$ cat src/rtl/parking_pkg.sv
// Shared types and helpers for the parking request front-end.
package parking_pkg;

  localparam int unsigned PLATE_W = 16;
  localparam int unsigned FLOOR_W = 3;
  localparam int unsigned DIGITS  = PLATE_W / 4;

  typedef enum logic [1:0] {
    REQ_NONE = 2'b00,
    REQ_IN   = 2'b01,
    REQ_OUT  = 2'b10,
    REQ_LEAK = 2'b11
  } req_kind_t;

  typedef struct packed {
    req_kind_t            kind;
    logic [PLATE_W-1:0]   plate;
  } req_t;

  // True when every BCD digit is 0..9 and the plate is not all zeros.
  function automatic logic bcd_plate_valid(input logic [PLATE_W-1:0] plate);
    logic ok;
    ok = (plate != '0);
    for (int i = 0; i < int'(DIGITS); i++) begin
      if (plate[i*4 +: 4] > 4'd9) ok = 1'b0;
    end
    return ok;
  endfunction

endpackage

$ cat src/rtl/parking_request_queue_fifo.sv
// Ordered store for entry/exit jobs; head is read before a same-cycle write lands.
module request_fifo
  import parking_pkg::*;
#(
  parameter int unsigned DEPTH = 8
) (
  input  logic                     clock,
  input  logic                     reset,
  input  logic                     push,
  input  req_t                     push_data,
  input  logic                     pop,
  output req_t                     head,
  output logic                     full,
  output logic                     empty,
  output logic [$clog2(DEPTH):0]   count
);

  localparam int unsigned AW = $clog2(DEPTH);
  localparam int unsigned CW = AW + 1;

  req_t            mem [DEPTH];
  logic [AW-1:0]   wr_ptr;
  logic [AW-1:0]   rd_ptr;
  logic            do_push;
  logic            do_pop;

  assign full    = (count == CW'(DEPTH));
  assign empty   = (count == '0);
  assign do_pop  = pop & ~empty;
  // A full FIFO still accepts a write when the head leaves in the same cycle.
  assign do_push = push & (~full | do_pop);
  assign head    = mem[rd_ptr];

  always_ff @(posedge clock) begin
    if (do_push) mem[wr_ptr] <= push_data;
  end

  always_ff @(posedge clock) begin
    if (reset) begin
      wr_ptr <= '0;
      rd_ptr <= '0;
      count  <= '0;
    end else begin
      if (do_push) wr_ptr <= wr_ptr + AW'(1);
      if (do_pop)  rd_ptr <= rd_ptr + AW'(1);
      unique case ({do_push, do_pop})
        2'b10:   count <= count + CW'(1);
        2'b01:   count <= count - CW'(1);
        default: count <= count;
      endcase
    end
  end

endmodule

$ cat src/rtl/parking_request_queue.sv
// Validates entry/exit/leak requests, queues them in order and presents one head job
// to the elevator controller, with leak relocation taking priority.
module parking_request_queue
  import parking_pkg::*;
#(
  parameter int unsigned DEPTH  = 8,
  parameter int unsigned DROP_W = 8
) (
  input  logic                     clock,
  input  logic                     reset,
  input  logic [PLATE_W-1:0]       license_plate,
  input  logic                     in_mode,
  input  logic                     out_mode,
  input  logic                     leakage,
  input  logic [FLOOR_W-1:0]       leakage_floor,
  input  logic                     req_pop,
  output logic                     todo_exists,
  output logic                     todo_in,
  output logic                     todo_out,
  output logic                     todo_leak_move,
  output logic [PLATE_W-1:0]       todo_license_plate,
  output logic [FLOOR_W-1:0]       todo_floor,
  output logic [$clog2(DEPTH):0]   queue_count,
  output logic                     req_error,
  output logic                     overflow,
  output logic [DROP_W-1:0]        drop_count
);

  req_t                 push_data;
  req_t                 fifo_head;
  logic                 fifo_full;
  logic                 fifo_empty;
  logic                 fifo_pop;
  logic                 req_any;
  logic                 req_valid;
  logic                 leak_event;
  logic                 leak_pop;
  logic                 leak_pending;
  logic [FLOOR_W-1:0]   leak_floor;
  logic                 leak_d;
  logic [FLOOR_W-1:0]   floor_d;

  assign req_any         = in_mode | out_mode;
  assign req_valid       = (in_mode ^ out_mode) & bcd_plate_valid(license_plate);
  assign push_data.kind  = in_mode ? REQ_IN : REQ_OUT;
  assign push_data.plate = license_plate;

  // The leak job shadows the FIFO head, so a pop only reaches the FIFO without one.
  assign leak_pop   = req_pop & leak_pending;
  assign fifo_pop   = req_pop & todo_exists & ~leak_pending;
  assign leak_event = leakage & (~leak_d | (leakage_floor != floor_d));

  request_fifo #(
    .DEPTH (DEPTH)
  ) u_fifo (
    .clock     (clock),
    .reset     (reset),
    .push      (req_valid),
    .push_data (push_data),
    .pop       (fifo_pop),
    .head      (fifo_head),
    .full      (fifo_full),
    .empty     (fifo_empty),
    .count     (queue_count)
  );

  // Head job decode from registered state only.
  always_comb begin
    todo_exists        = 1'b0;
    todo_in            = 1'b0;
    todo_out           = 1'b0;
    todo_leak_move     = 1'b0;
    todo_license_plate = '0;
    todo_floor         = '0;
    if (leak_pending) begin
      todo_exists    = 1'b1;
      todo_leak_move = 1'b1;
      todo_floor     = leak_floor;
    end else if (!fifo_empty) begin
      todo_exists        = 1'b1;
      todo_in            = (fifo_head.kind == REQ_IN);
      todo_out           = (fifo_head.kind == REQ_OUT);
      todo_license_plate = fifo_head.plate;
    end
  end

  always_ff @(posedge clock) begin
    if (reset) begin
      req_error    <= 1'b0;
      overflow     <= 1'b0;
      drop_count   <= '0;
      leak_pending <= 1'b0;
      leak_floor   <= '0;
      leak_d       <= 1'b0;
      floor_d      <= '0;
    end else begin
      req_error <= req_any & ~req_valid;
      overflow  <= req_valid & fifo_full & ~fifo_pop;
      if (req_valid && fifo_full && !fifo_pop && (drop_count != '1)) begin
        drop_count <= drop_count + DROP_W'(1);
      end
      leak_d  <= leakage;
      floor_d <= leakage_floor;
      if (leak_event) begin
        leak_pending <= 1'b1;
        leak_floor   <= leakage_floor;
      end else if (!leakage || leak_pop) begin
        leak_pending <= 1'b0;
      end
    end
  end

endmodule
$ cat config.mk
export PLATFORM = sky130hd
export DESIGN_NAME = parking_request_queue
export DESIGN_NICKNAME = d
export VERILOG_FILES = /design/src/rtl/parking_pkg.sv /design/src/rtl/parking_request_queue_fifo.sv /design/src/rtl/parking_request_queue.sv
export SDC_FILE = /design/constraint.sdc
export NUM_CORES = 1
export LEC_CHECK = 0
export BUFFER_PORTS_ARGS = -buffer_cell sky130_fd_sc_hd__buf_2
export CORE_MARGIN = 8
export CORE_UTILIZATION = 56
export CTS_BUF_LIST = sky130_fd_sc_hd__clkbuf_2
export DETAILED_ROUTE_END_ITERATION = 10
export PLACE_DENSITY = 0.79
export SKIP_LAST_GASP = 1
export SYNTH_ARGS = -nofsm -noshare
export SYNTH_HDL_FRONTEND = slang
export SYNTH_SLANG_ARGS = --single-unit
$ cat constraint.sdc
create_clock -name clock -period 3 [get_ports clock]
set_input_delay 0.15 -clock clock [delete_from_list [all_inputs] [get_ports clock]]
set_output_delay 0.15 -clock clock [all_outputs]
set_load 0.03 [all_outputs]
==> results.md, run 1 <==
* Status: finished clean
* Top post-synthesis cells by area: edfxtp_1, mux4_2, dfxtp_1
* Worst EP arrival at 2.56 ns
* CTS buffer count at 17
* Required @ worst endpoint at 2.85 ns
* Logic gate share of total power at 16.9%
* Drt total wl at 13800 um
* Number of DRC markers after the initial detailed-route iteration at 449
* Clock power share at 26.2%
* Row count at 41
* Clk_skew at 0.0216 ns
* Die area at 16500 um^2
* Syn_nets at 445
* Ys flop type: edfxtp_1
* Root buffer cell: clkbuf_2
* Worst-Margin Slew at 0.681 ns
* CP Depth at 5
* Int Power at 3.42 mW
* Drt first pass iters at 4
* Maximum vdd ir drop at 288 uV
* Switching part of the total at 28.5%
* Vias in the first global route at 4259
* Synth top area share at 61.0%
* CTS sink count at 175
* Reg-to-Reg Start: u_fifo.count[1]
* Cell taking the most area after synthesis: edfxtp_1
* Sequential cell area fraction in the yosys report at 69.7%
* CP endpoint kind: output port
* Number of flops mapped to enable cells by yosys at 144
* Crit path max-delay family: multiplexers
* Core area at 12500 um^2
* Crit path max-delay cell type: dfxtp_4
* Sequential power share at 56.9%
* Crit-path cells: buf_12 -> mux4_2 -> mux2i_1 -> nor2_1 -> buf_2
* Worst Setup EP: todo_license_plate[14]
* Hold Crit Class: input port to flop
* Post-route ant nets at 0
* P&R area growth vs syn at 15.7%
* Slew headroom at 54.2%
* Setup TNS at 0 ns
* Most frequent cell after synthesis: edfxtp_1
* Synthesized area at 7090 um^2
* Initial Util at 56.6%
* Leak at 2.79 nW
* WP buf/inv at 2
* Commonest cells post-synth: edfxtp_1, nor2_1, mux4_2
* Setup bufs post-CTS at 0
* Chip width at 129 um
* Layout Nets at 549
* Gr ovfl total at 0
* Dpl ws at 0.421 ns
* Largest net degree at the start of global routing at 35
* Port Buffers at 61
* Critical Path Fanout Max at 24
* Yosys reg bits at 175
* Net Switching at 1.36 mW
* Maximum clock insertion buffer count at 2
* Drc violations at 0
* IO Pins at 62
* H-tree depth at 4
* Synth warnings at 0
* RSZ-0062 raised after global routing: no
* GRT Total Usage at 18.1%
* Syn_area_per_cell at 17.2 um^2
* FMAX at 369 MHz
* CTS tree: yes
* Post-DP HPWL at 8520 um
* CP Class: flop to output port
* Vias per cell at 5.56
* Clk slew on worst S/H paths at 0.24 ns
* First-pass GRT wire length at 22300 um
* Final Hold Fails at 0
* PnR worst setup slack at 0.291 ns
* Final setup violation count at 0
* Share of layout cells above drive strength 1 at 30.8%
* Die Span Y at 129 um
* Ant. Diodes at 0
* Flop2flop setup slack at 0.46 ns
* Placer Congestion at 0.798
* Crit path time final at 2.71 ns
* Via count at 3901
* Drt wl/cell at 19.7 um
* Pwr dens at 583 nW/um^2
* RR Endpoint: u_fifo.count[3]
* Initial antenna violation count at 0
* Synth cell types at 48
* Final period utilization at 90.3%
* Clock latency on the worst-skew pair at 0.73 ns
* Largest stage delay, worst path at 0.57 ns
* Slew Limit Fails at 0
* Async set-reset flop share out of synthesis at 0%
* Reg2Reg Depth at 9
* CP Launch Type: flop
* Total of max-cap violations at 0
* Synthesized netlist cell count at 413
## worst min-delay path, cell delays in order
cell	delay, ns
dlygate4sd3_1	0.52
buf_2	0.13
mux2i_1	0.07
nor2_1	0.08
## routing by layer
layer  up-vias  part of all wire (%)  wire, um  GRT usage [%]
li1       1823                     -         -              -
met1      1939                    42      5790           22.4
met2       123                    51      7040           30.3
met3        16                   5.8       802           4.68
met4         0                   1.2       167           6.01
met5         -                     0         0              0
## state kept, by name, summed over array words and instances, names as in the netlist, named ones only
register       cells
floor_d            3
overflow           1
req_error          1
leak_d             1
u_fifo.rd_ptr      3
drop_count         8
leak_pending       1
u_fifo.count       4
u_fifo.mem       144
leak_floor         3
u_fifo.wr_ptr      3
## worst min path at each step
stage,start,endpoint,slack [ns],depth (start not counted)
after global routing,leakage_floor[2],leak_floor[2],0.16,4
after detailed placement,leakage,leak_d,0.41,3
after CTS,in_mode,u_fifo.mem[0][16],0.16,2
final,leakage_floor[2],leak_floor[2],0.24,4
after global placement,leakage,leak_d,0.40,3
after floorplan,license_plate[0],u_fifo.mem[0][0],0.25,0
## through the flow
step / utilization [%] / std cells / hold WS (ns) / instance area [um^2] / power (mW)
2_1_floorplan: - / 413 / 0.249 / 7090 / 3.33
3_3_place_gp: 61.1 / 641 / 0.403 / 7650 / 3.55
3_5_place_dp: 61.1 / 641 / 0.415 / 7650 / 3.56
4_1_cts: 65.5 / 702 / 0.159 / 8200 / 4.82
5_1_grt: 65.5 / 702 / 0.163 / 8200 / 4.98
6_report: 65.5 / 702 / 0.235 / 8200 / 4.78
## placed cells by master, fill, tap and decap left out, drive strengths merged
master | Yosys | final
xor2 | 2 | 2
nor4 | 8 | 8
clkinv | 0 | 4
and2 | 5 | 5
buf | 9 | 73
dfxtp | 31 | 31
inv | 9 | 16
nand4 | 4 | 4
a311oi | 1 | 1
nand2 | 11 | 11
a21oi | 12 | 12
nand3 | 7 | 7
o31ai | 4 | 4
mux2 | 6 | 6
dlygate4sd3 | 0 | 29
fa | 1 | 1
and3 | 2 | 2
nor3b | 1 | 1
o21ai | 7 | 7
nor2 | 42 | 42
ha | 6 | 6
a41oi | 1 | 1
mux2i | 21 | 21
and4 | 1 | 1
a21o | 1 | 1
edfxtp | 144 | 144
or4 | 2 | 2
mux4 | 36 | 36
or2 | 2 | 2
xnor2 | 4 | 4
or3 | 5 | 5
nor3 | 6 | 6
clkinvlp | 0 | 2
nor2b | 6 | 6
nand2b | 5 | 5
a22oi | 1 | 1
a31oi | 2 | 2
clkbuf | 8 | 17
bufinv | 0 | 2
## area by class of cell
type                            instances  area, um^2
Tap cell                              172         215
Fill cell                             894        4310
Inverter                                9        33.8
Multi-Input combinational cell        212        2040
Clock inverter                         15         178
Timing Repair Buffer                  102         698
Clock buffer                           17        85.1
Sequential cell                       175        4950
## repair_timing
| item | in CTS | in global routing |
|---|---|---|
| resized for setup | 0 | 2 |
| setup endpoints to repair | 0 | 13 |
| hold buffers | 29 | 0 |
| hold endpoints to repair | 175 | 0 |
## kinds of logic (layout without fill, tap and decap cells)
group / after synthesis / after routing / share of synthesized area [%]
AO/OA/AOI/OAI: 29 / 29 / 2.66
AND/OR/NAND/NOR: 107 / 107 / 8.58
adder cells (fa/ha/maj): 7 / 7 / 1.34
buffers and inverters: 26 / 143 / 1.59
flip-flops: 175 / 175 / 69.7
XOR/XNOR: 6 / 6 / 0.741
multiplexers: 63 / 63 / 15.4
## power groups by stage
stage | sequential (mW) | clock, mW | combinational (mW)
after global placement | 2.77 | 0 | 0.778
after CTS | 2.72 | 1.28 | 0.824
final | 2.72 | 1.25 | 0.809
after global routing | 2.73 | 1.37 | 0.880
after floorplan | 2.76 | 0 | 0.574
after detailed placement | 2.77 | 0 | 0.792
Power figures use the tool's default switching activity.
==> inputs of run 2 (changes only) <==
Settings changed: CORE_ASPECT_RATIO from default to 0.9.
==> run 2 against run 1 <==
Against the previous run: flip-flop and latch count stayed put; cell count is 0.85% lower; worst setup slack worse by 0.018 ns; combinational power is 2% higher; maximum frequency is 0.67% lower; first-iteration DRC count is 13% lower; register-to-register slack hardly changed; clock-buffer cell count is 2 higher; clock power is 12% lower; final area is 0.44% lower.
==> results.md, run 2 (synthesized netlist as in run 1, its figures left out) <==
* Grt met2 use at 30.6% (+0.27 points)
* Drt first pass iters at 5 (+1)
* Top Registers: u_fifo.mem (144), drop_count (8), u_fifo.count (4)
* First-pass GRT wire length at 22500 um (+0.56%)
* Core area at 12500 um^2 (+0.19%)
* Ant. Diodes at 0 (unchanged)
* Hold Crit Class: input port to flop
* Maximum vdd ir drop at 240 uV (-17%)
* Clock power share at 23.7% (-2.5 points)
* Clk_skew at 0.0217 ns (+0.000184 ns)
* Critical Path Fanout Max at 16 (-33%)
* Vias in the first global route at 4128 (-3.1%)
* Sequential power share at 58.6% (+1.7 points)
* Slew Limit Fails at 0 (unchanged)
* Final Util at 65.1% (-0.41 points)
* GRT Total Usage at 18.3% (+0.24 points)
* Fin Hold WS at 0.225 ns (-0.0105 ns)
* Logic gate share of total power at 17.7% (+0.8 points)
* Net Switching at 1.33 mW (-2.4%)
* CP Class: flop to output port
* Root buffer cell: clkbuf_2
* Layout Nets at 551 (+0.36%)
* Initial antenna violation count at 0 (unchanged)
* IO Pins at 62 (unchanged)
* Largest net degree at the start of global routing at 35 (unchanged)
* Total of max-cap violations at 0 (unchanged)
* Placer Congestion at 0.784 (-1.8%)
* Setup bufs post-CTS at 0 (unchanged)
* PnR worst setup slack at 0.273 ns (-0.0184 ns)
* P&R area growth vs syn at 15.2%
* Post-DP HPWL at 8980 um (+5.3%)
* Share of layout cells above drive strength 1 at 30.8% (+0.072 points)
* Initial Util at 56.5% (-0.11 points)
* Row count at 39 (-4.9%)
* Maximum clock insertion buffer count at 2 (unchanged)
* Gr ovfl total at 0 (unchanged)
* Largest Register: u_fifo.mem
* Dpl ws at 0.303 ns (-0.117 ns)
* Die Span Y at 123 um (-4.5%)
* Pwr dens at 569 nW/um^2 (-2.3%)
* Worst EP arrival at 2.58 ns (+0.02 ns)
* Crit path max-delay cell type: dfxtp_4
* Final period utilization at 90.9% (+0.61 points)
* GRT Max-Usage Layer: met2
* Leak at 2.77 nW (-0.43%)
* Die area at 16500 um^2 (about the same)
* Max reg flops at 144 (unchanged)
* Int Power at 3.32 mW (-2.9%)
* GR Util met3 at 4.30% (-0.38 points)
* Status: finished clean
* Largest stage delay, worst path at 0.61 ns (+0.04 ns)
* Switching part of the total at 28.6% (+0.10 points)
* Vias per cell at 5.71 (+2.8%)
* Final total power at 4.65 mW (-2.8%)
* Port Buffers at 61 (unchanged)
* CP endpoint kind: output port
* CTS tree: yes
* Crit path max-delay family: multiplexers
* Clock latency on the worst-skew pair at 0.72 ns (about the same)
* Number of DRC markers after the initial detailed-route iteration at 392 (-13%)
* Final setup violation count at 0 (unchanged)
* Via count at 3976 (+1.9%)
* Drt wl/cell at 20.4 um (+3.9%)
* Required @ worst endpoint at 2.85 ns (about the same)
* Post-route ant nets at 0 (unchanged)
* FMAX at 367 MHz (-0.67%)
* Setup TNS at 0 ns (unchanged)
* Clk slew on worst S/H paths at 0.23 ns (about the same)
* CP Launch Type: flop
* Final Hold Fails at 0 (unchanged)
* Drc violations at 0 (unchanged)
* Worst-Margin Slew at 0.796 ns (+0.115 ns)
* CTS buffer count at 17 (unchanged)
* Crit path time final at 2.73 ns (+0.0184 ns)
* WP buf/inv at 2 (unchanged)
* CTS sink count at 175 (unchanged)
* H-tree depth at 4 (unchanged)
* Global routing usage on met1 at 23.0% (+0.55 points)
* Most frequent cells in the layout: edfxtp_1, buf_2, nor2_1
* Chip width at 135 um (+4.7%)
* Drt total wl at 14200 um (+3.0%)
* Slew headroom at 46.4% (-7.7 points)
* Crit-path cells: buf_4 -> mux4_2 -> mux2i_1 -> nor2_1 -> buf_2
* Commonest non-fill, non-tap cell in the layout: edfxtp_1
* RSZ-0062 raised after global routing: no
-- run 2: cell types whose count changed in the layout (fill, tap and decap cells not counted), moves of 2 or more --
| cell | change |
|---|---|
| inv_6 | -4 |
| clkbuf_2 | +2 |
| clkinv_2 | +3 |
| clkinvlp_4 | +2 |
-- run 2: area by class of cell --
class | count | area (um^2)
Clock inverter | 13 | 115
Timing Repair Buffer | 104 | 726
Clock buffer | 19 | 95.1
Sequential cell | 175 | 4950
Multi-Input combinational cell | 212 | 2040
Inverter | 9 | 33.8
Tap cell | 164 | 205
Fill cell | 867 | 4370
-- run 2: tightest hold or removal path: cells and delay by family --
kind,cells,cell delay (ns)
mux,1,0.06
buf+inv,2,0.64
simple gates,1,0.07
-- run 2: repair_timing --
item | 4_1_cts | 5_1_grt
endpoints found under the hold margin | 175 | 0
hold buffers | 29 | 0
gates resized for setup | 1 | 0
setup endpoints to repair | 6 | 0
-- run 2: metrics by stage --
step                instance area, um^2  instances
CTS                                8170        696
detailed placement                 7660        635
floorplan                          7090        413
global route                       8170        696
global placement                   7660        635
finish                             8170        696
-- run 2: power by group through the flow --
stage,Clock (mW),Combinational [mW],Sequential [mW]
finish,1.10,0.824,2.72
global route,1.22,0.885,2.73
CTS,1.13,0.834,2.73
detailed placement,0,0.803,2.78
global placement,0,0.783,2.77
floorplan,0,0.574,2.76
-- run 2: path summary, 6_finish.rpt --
path	start	end	slack (ns)	depth (start not counted)
setup / recovery	flop	todo_license_plate[4]	0.27	5
hold / removal	leakage_floor[1]	leak_floor[1]	0.22	4
hold reg to reg	u_fifo.rd_ptr[1]	u_fifo.rd_ptr[1]	0.51	2
setup reg to reg	u_fifo.count[0]	u_fifo.count[3]	0.47	9
-- run 2: metal layers --
layer  wire [um]  up-vias
met5           0        -
met4         167        0
met3         830       12
met2        7330      133
met1        5890     1998
li1            -     1833
==> inputs of run 3 (changes only) <==
Settings changed: CORE_UTILIZATION 56 to 55, PLACE_DENSITY 0.79 to 0.77.
==> run 3 against run 2 <==
Against the previous run: via count down 0.40%; critical path depth unchanged; clock skew increased by 0.0093 ns; sequential power barely moved; flip-flop and latch count unchanged; die area increased by 1.6%; highest routed layer unchanged.
==> results.md, run 3 (synthesized netlist as in run 1, its figures left out) <==
* Status: finished clean
* Drt first pass iters at 4 (-1)
* Final period utilization at 88.9% (-2.0 points)
* Commonest non-fill, non-tap cell in the layout: edfxtp_1
* Max reg flops at 144 (unchanged)
* Switching part of the total at 27.8% (-0.80 points)
* Number of DRC markers after the initial detailed-route iteration at 280 (-29%)
* Vias in the first global route at 4060 (-1.6%)
* RSZ-0062 raised after global routing: no
* Critical Path Fanout Max at 13 (-3)
* Worst-Margin Slew at 0.687 ns (-0.109 ns)
* Layout Nets at 551 (unchanged)
* Hold Crit Class: input port to flop
* CTS buffer count at 17 (unchanged)
* Root buffer cell: clkbuf_2
* Final setup violation count at 0 (unchanged)
* PnR worst setup slack at 0.332 ns (+0.0587 ns)
* Leak at 2.78 nW (+0.16%)
* Gr ovfl total at 0 (unchanged)
* Clock power share at 24.4% (+0.7 points)
* Total of max-cap violations at 0 (unchanged)
* Largest net degree at the start of global routing at 35 (unchanged)
* P&R area growth vs syn at 15.1% (about the same)
* IO Pins at 62 (unchanged)
* Final total power at 4.68 mW (+0.74%)
* CTS sink count at 175 (unchanged)
* Via count at 3960 (-0.40%)
* Slew Limit Fails at 0 (unchanged)
* Die area at 16800 um^2 (+1.6%)
* Setup TNS at 0 ns (unchanged)
* Die Span Y at 124 um (+0.79%)
* Vias per cell at 5.68 (-0.55%)
* Chip width at 136 um (+0.80%)
* Share of layout cells above drive strength 1 at 30.3% (-0.56 points)
* Final non-filler cell area at 8160 um^2 (about the same)
* CP endpoint kind: output port
* Initial Util at 56.1% (-0.44 points)
* Slew headroom at 53.8% (+7.4 points)
* CTS tree: yes
* Clk_skew at 0.0311 ns (+0.00933 ns)
* Drt total wl at 14200 um (-0.44%)
* Post-route ant nets at 0 (unchanged)
* Worst EP arrival at 2.52 ns (-0.06 ns)
* Largest stage delay, worst path at 0.55 ns (-0.06 ns)
* Net Switching at 1.30 mW (-2.1%)
* Crit path max-delay cell type: dfxtp_4
* Placer Congestion at 0.790 (+0.75%)
* Drc violations at 0 (unchanged)
* Pwr dens at 573 nW/um^2 (+0.77%)
* Crit path time final at 2.67 ns (-0.0587 ns)
* CP Class: flop to output port
* Core area at 12600 um^2 (+0.78%)
* Drt wl/cell at 20.3 um (-0.59%)
* Port Buffers at 61 (unchanged)
* First-pass GRT wire length at 22100 um (-1.8%)
* Row count at 39 (unchanged)
* Crit-path cells: buf_4 -> mux4_2 -> mux2i_1 -> nor2_1 -> buf_2
* Placed Area at 7640 um^2 (-0.33%)
* WP buf/inv at 2 (unchanged)
* Largest Register: u_fifo.mem
* Dpl ws at 0.303 ns (-0.0000380 ns)
* Clock latency on the worst-skew pair at 0.72 ns (about the same)
* Maximum vdd ir drop at 336 uV (+40%)
* Initial antenna violation count at 1 (+1)
* Logic gate share of total power at 17.6% (about the same)
* H-tree depth at 4 (unchanged)
* Setup bufs post-CTS at 0 (unchanged)
* Int Power at 3.38 mW (+1.9%)
* Clk slew on worst S/H paths at 0.25 ns (+0.02 ns)
* Post-DP HPWL at 8870 um (-1.2%)
* FMAX at 375 MHz (+2.2%)
* Layout fillers at 872 (+0.58%)
* Sequential power share at 57.9% (-0.7 points)
* Top Registers: u_fifo.mem (144), drop_count (8), u_fifo.count (4)
* Fin Hold WS at 0.241 ns (+0.0166 ns)
* GRT Total Usage at 17.6% (-0.69 points)
* Crit path max-delay family: multiplexers
* Required @ worst endpoint at 2.85 ns (about the same)
* Final Hold Fails at 0 (unchanged)
* Most frequent cells in the layout: edfxtp_1, buf_2, nor2_1
* Maximum clock insertion buffer count at 2 (unchanged)
* CP Launch Type: flop
## run 3: cell count changes in the layout (fill, tap and decap cells not counted), sizes merged
cell      delta
bufinv       +1
clkbuf       -2
clkinv       +4
clkinvlp     -2
diode        +1
inv          -1
## run 3: stage by stage
step	cells	utilization, %
after global routing	697	64.6
after global placement	635	60.4
final	697	64.6
after floorplan	413	-
after detailed placement	635	60.4
after CTS	696	64.6
## run 3: per-layer routing
layer / share of wire, % / up-vias / GRT usage [%] / wire, um
met5: 0 / - / 0 / 0
met4: 1.7 / 0 / 6.79 / 246
met3: 4.9 / 23 / 3.51 / 695
met2: 51 / 102 / 29.8 / 7220
met1: 42 / 2004 / 22.2 / 6000
li1: - / 1831 / - / -
## run 3: path summary, 6_finish.rpt
| path | start | slack [ns] | cells after the start | end |
|---|---|---|---|---|
| max reg2reg | u_fifo.count[2] | 0.50 | 9 | u_fifo.count[3] |
| min | license_plate[14] | 0.24 | 2 | u_fifo.mem[0][14] |
| max | flop | 0.33 | 5 | todo_license_plate[2] |
| min reg2reg | u_fifo.rd_ptr[1] | 0.51 | 2 | u_fifo.rd_ptr[1] |
## run 3: area by class of cell
type / count / area, um^2 / area share [%]
flip-flops and latches: 175 / 4950 / 60.6
multi-input cells: 212 / 2040 / 25.0
repair buffers: 104 / 701 / 8.58
well taps: 164 / 205 / 2.51
clock inverters: 15 / 145 / 1.78
clock buffers: 17 / 85.1 / 1.04
inverters: 9 / 33.8 / 0.414
diodes: 1 / 2.50 / 0.0307
## run 3: what timing repair did
| action | 4_1_cts | 5_1_grt |
|---|---|---|
| resized for setup | 0 | 1 |
| hold endpoints to repair | 174 | 0 |
| setup endpoints to repair | 0 | 8 |
| hold buffers | 29 | 0 |
## run 3: power groups by stage
| stage | logic, mW | registers, mW | clock network (mW) |
|---|---|---|---|
| 2_1_floorplan | 0.574 | 2.76 | 0 |
| 3_3_place_gp | 0.789 | 2.76 | 0 |
| 3_5_place_dp | 0.808 | 2.77 | 0 |
| 4_1_cts | 0.839 | 2.71 | 1.18 |
| 5_1_grt | 0.891 | 2.72 | 1.26 |
| 6_report | 0.826 | 2.71 | 1.14 |
## run 3: worst reg2reg max path: stages, from the launching register on
cell and delay [ns]:
dfxtp_1 0.50, nor4_2 0.10, or3_4 0.38, a31oi_4 0.23, ha_1 0.28, a21o_1 0.18, a21oi_1 0.17, nor2_1 0.06
a22oi_1 0.17, mux2_1 0.35
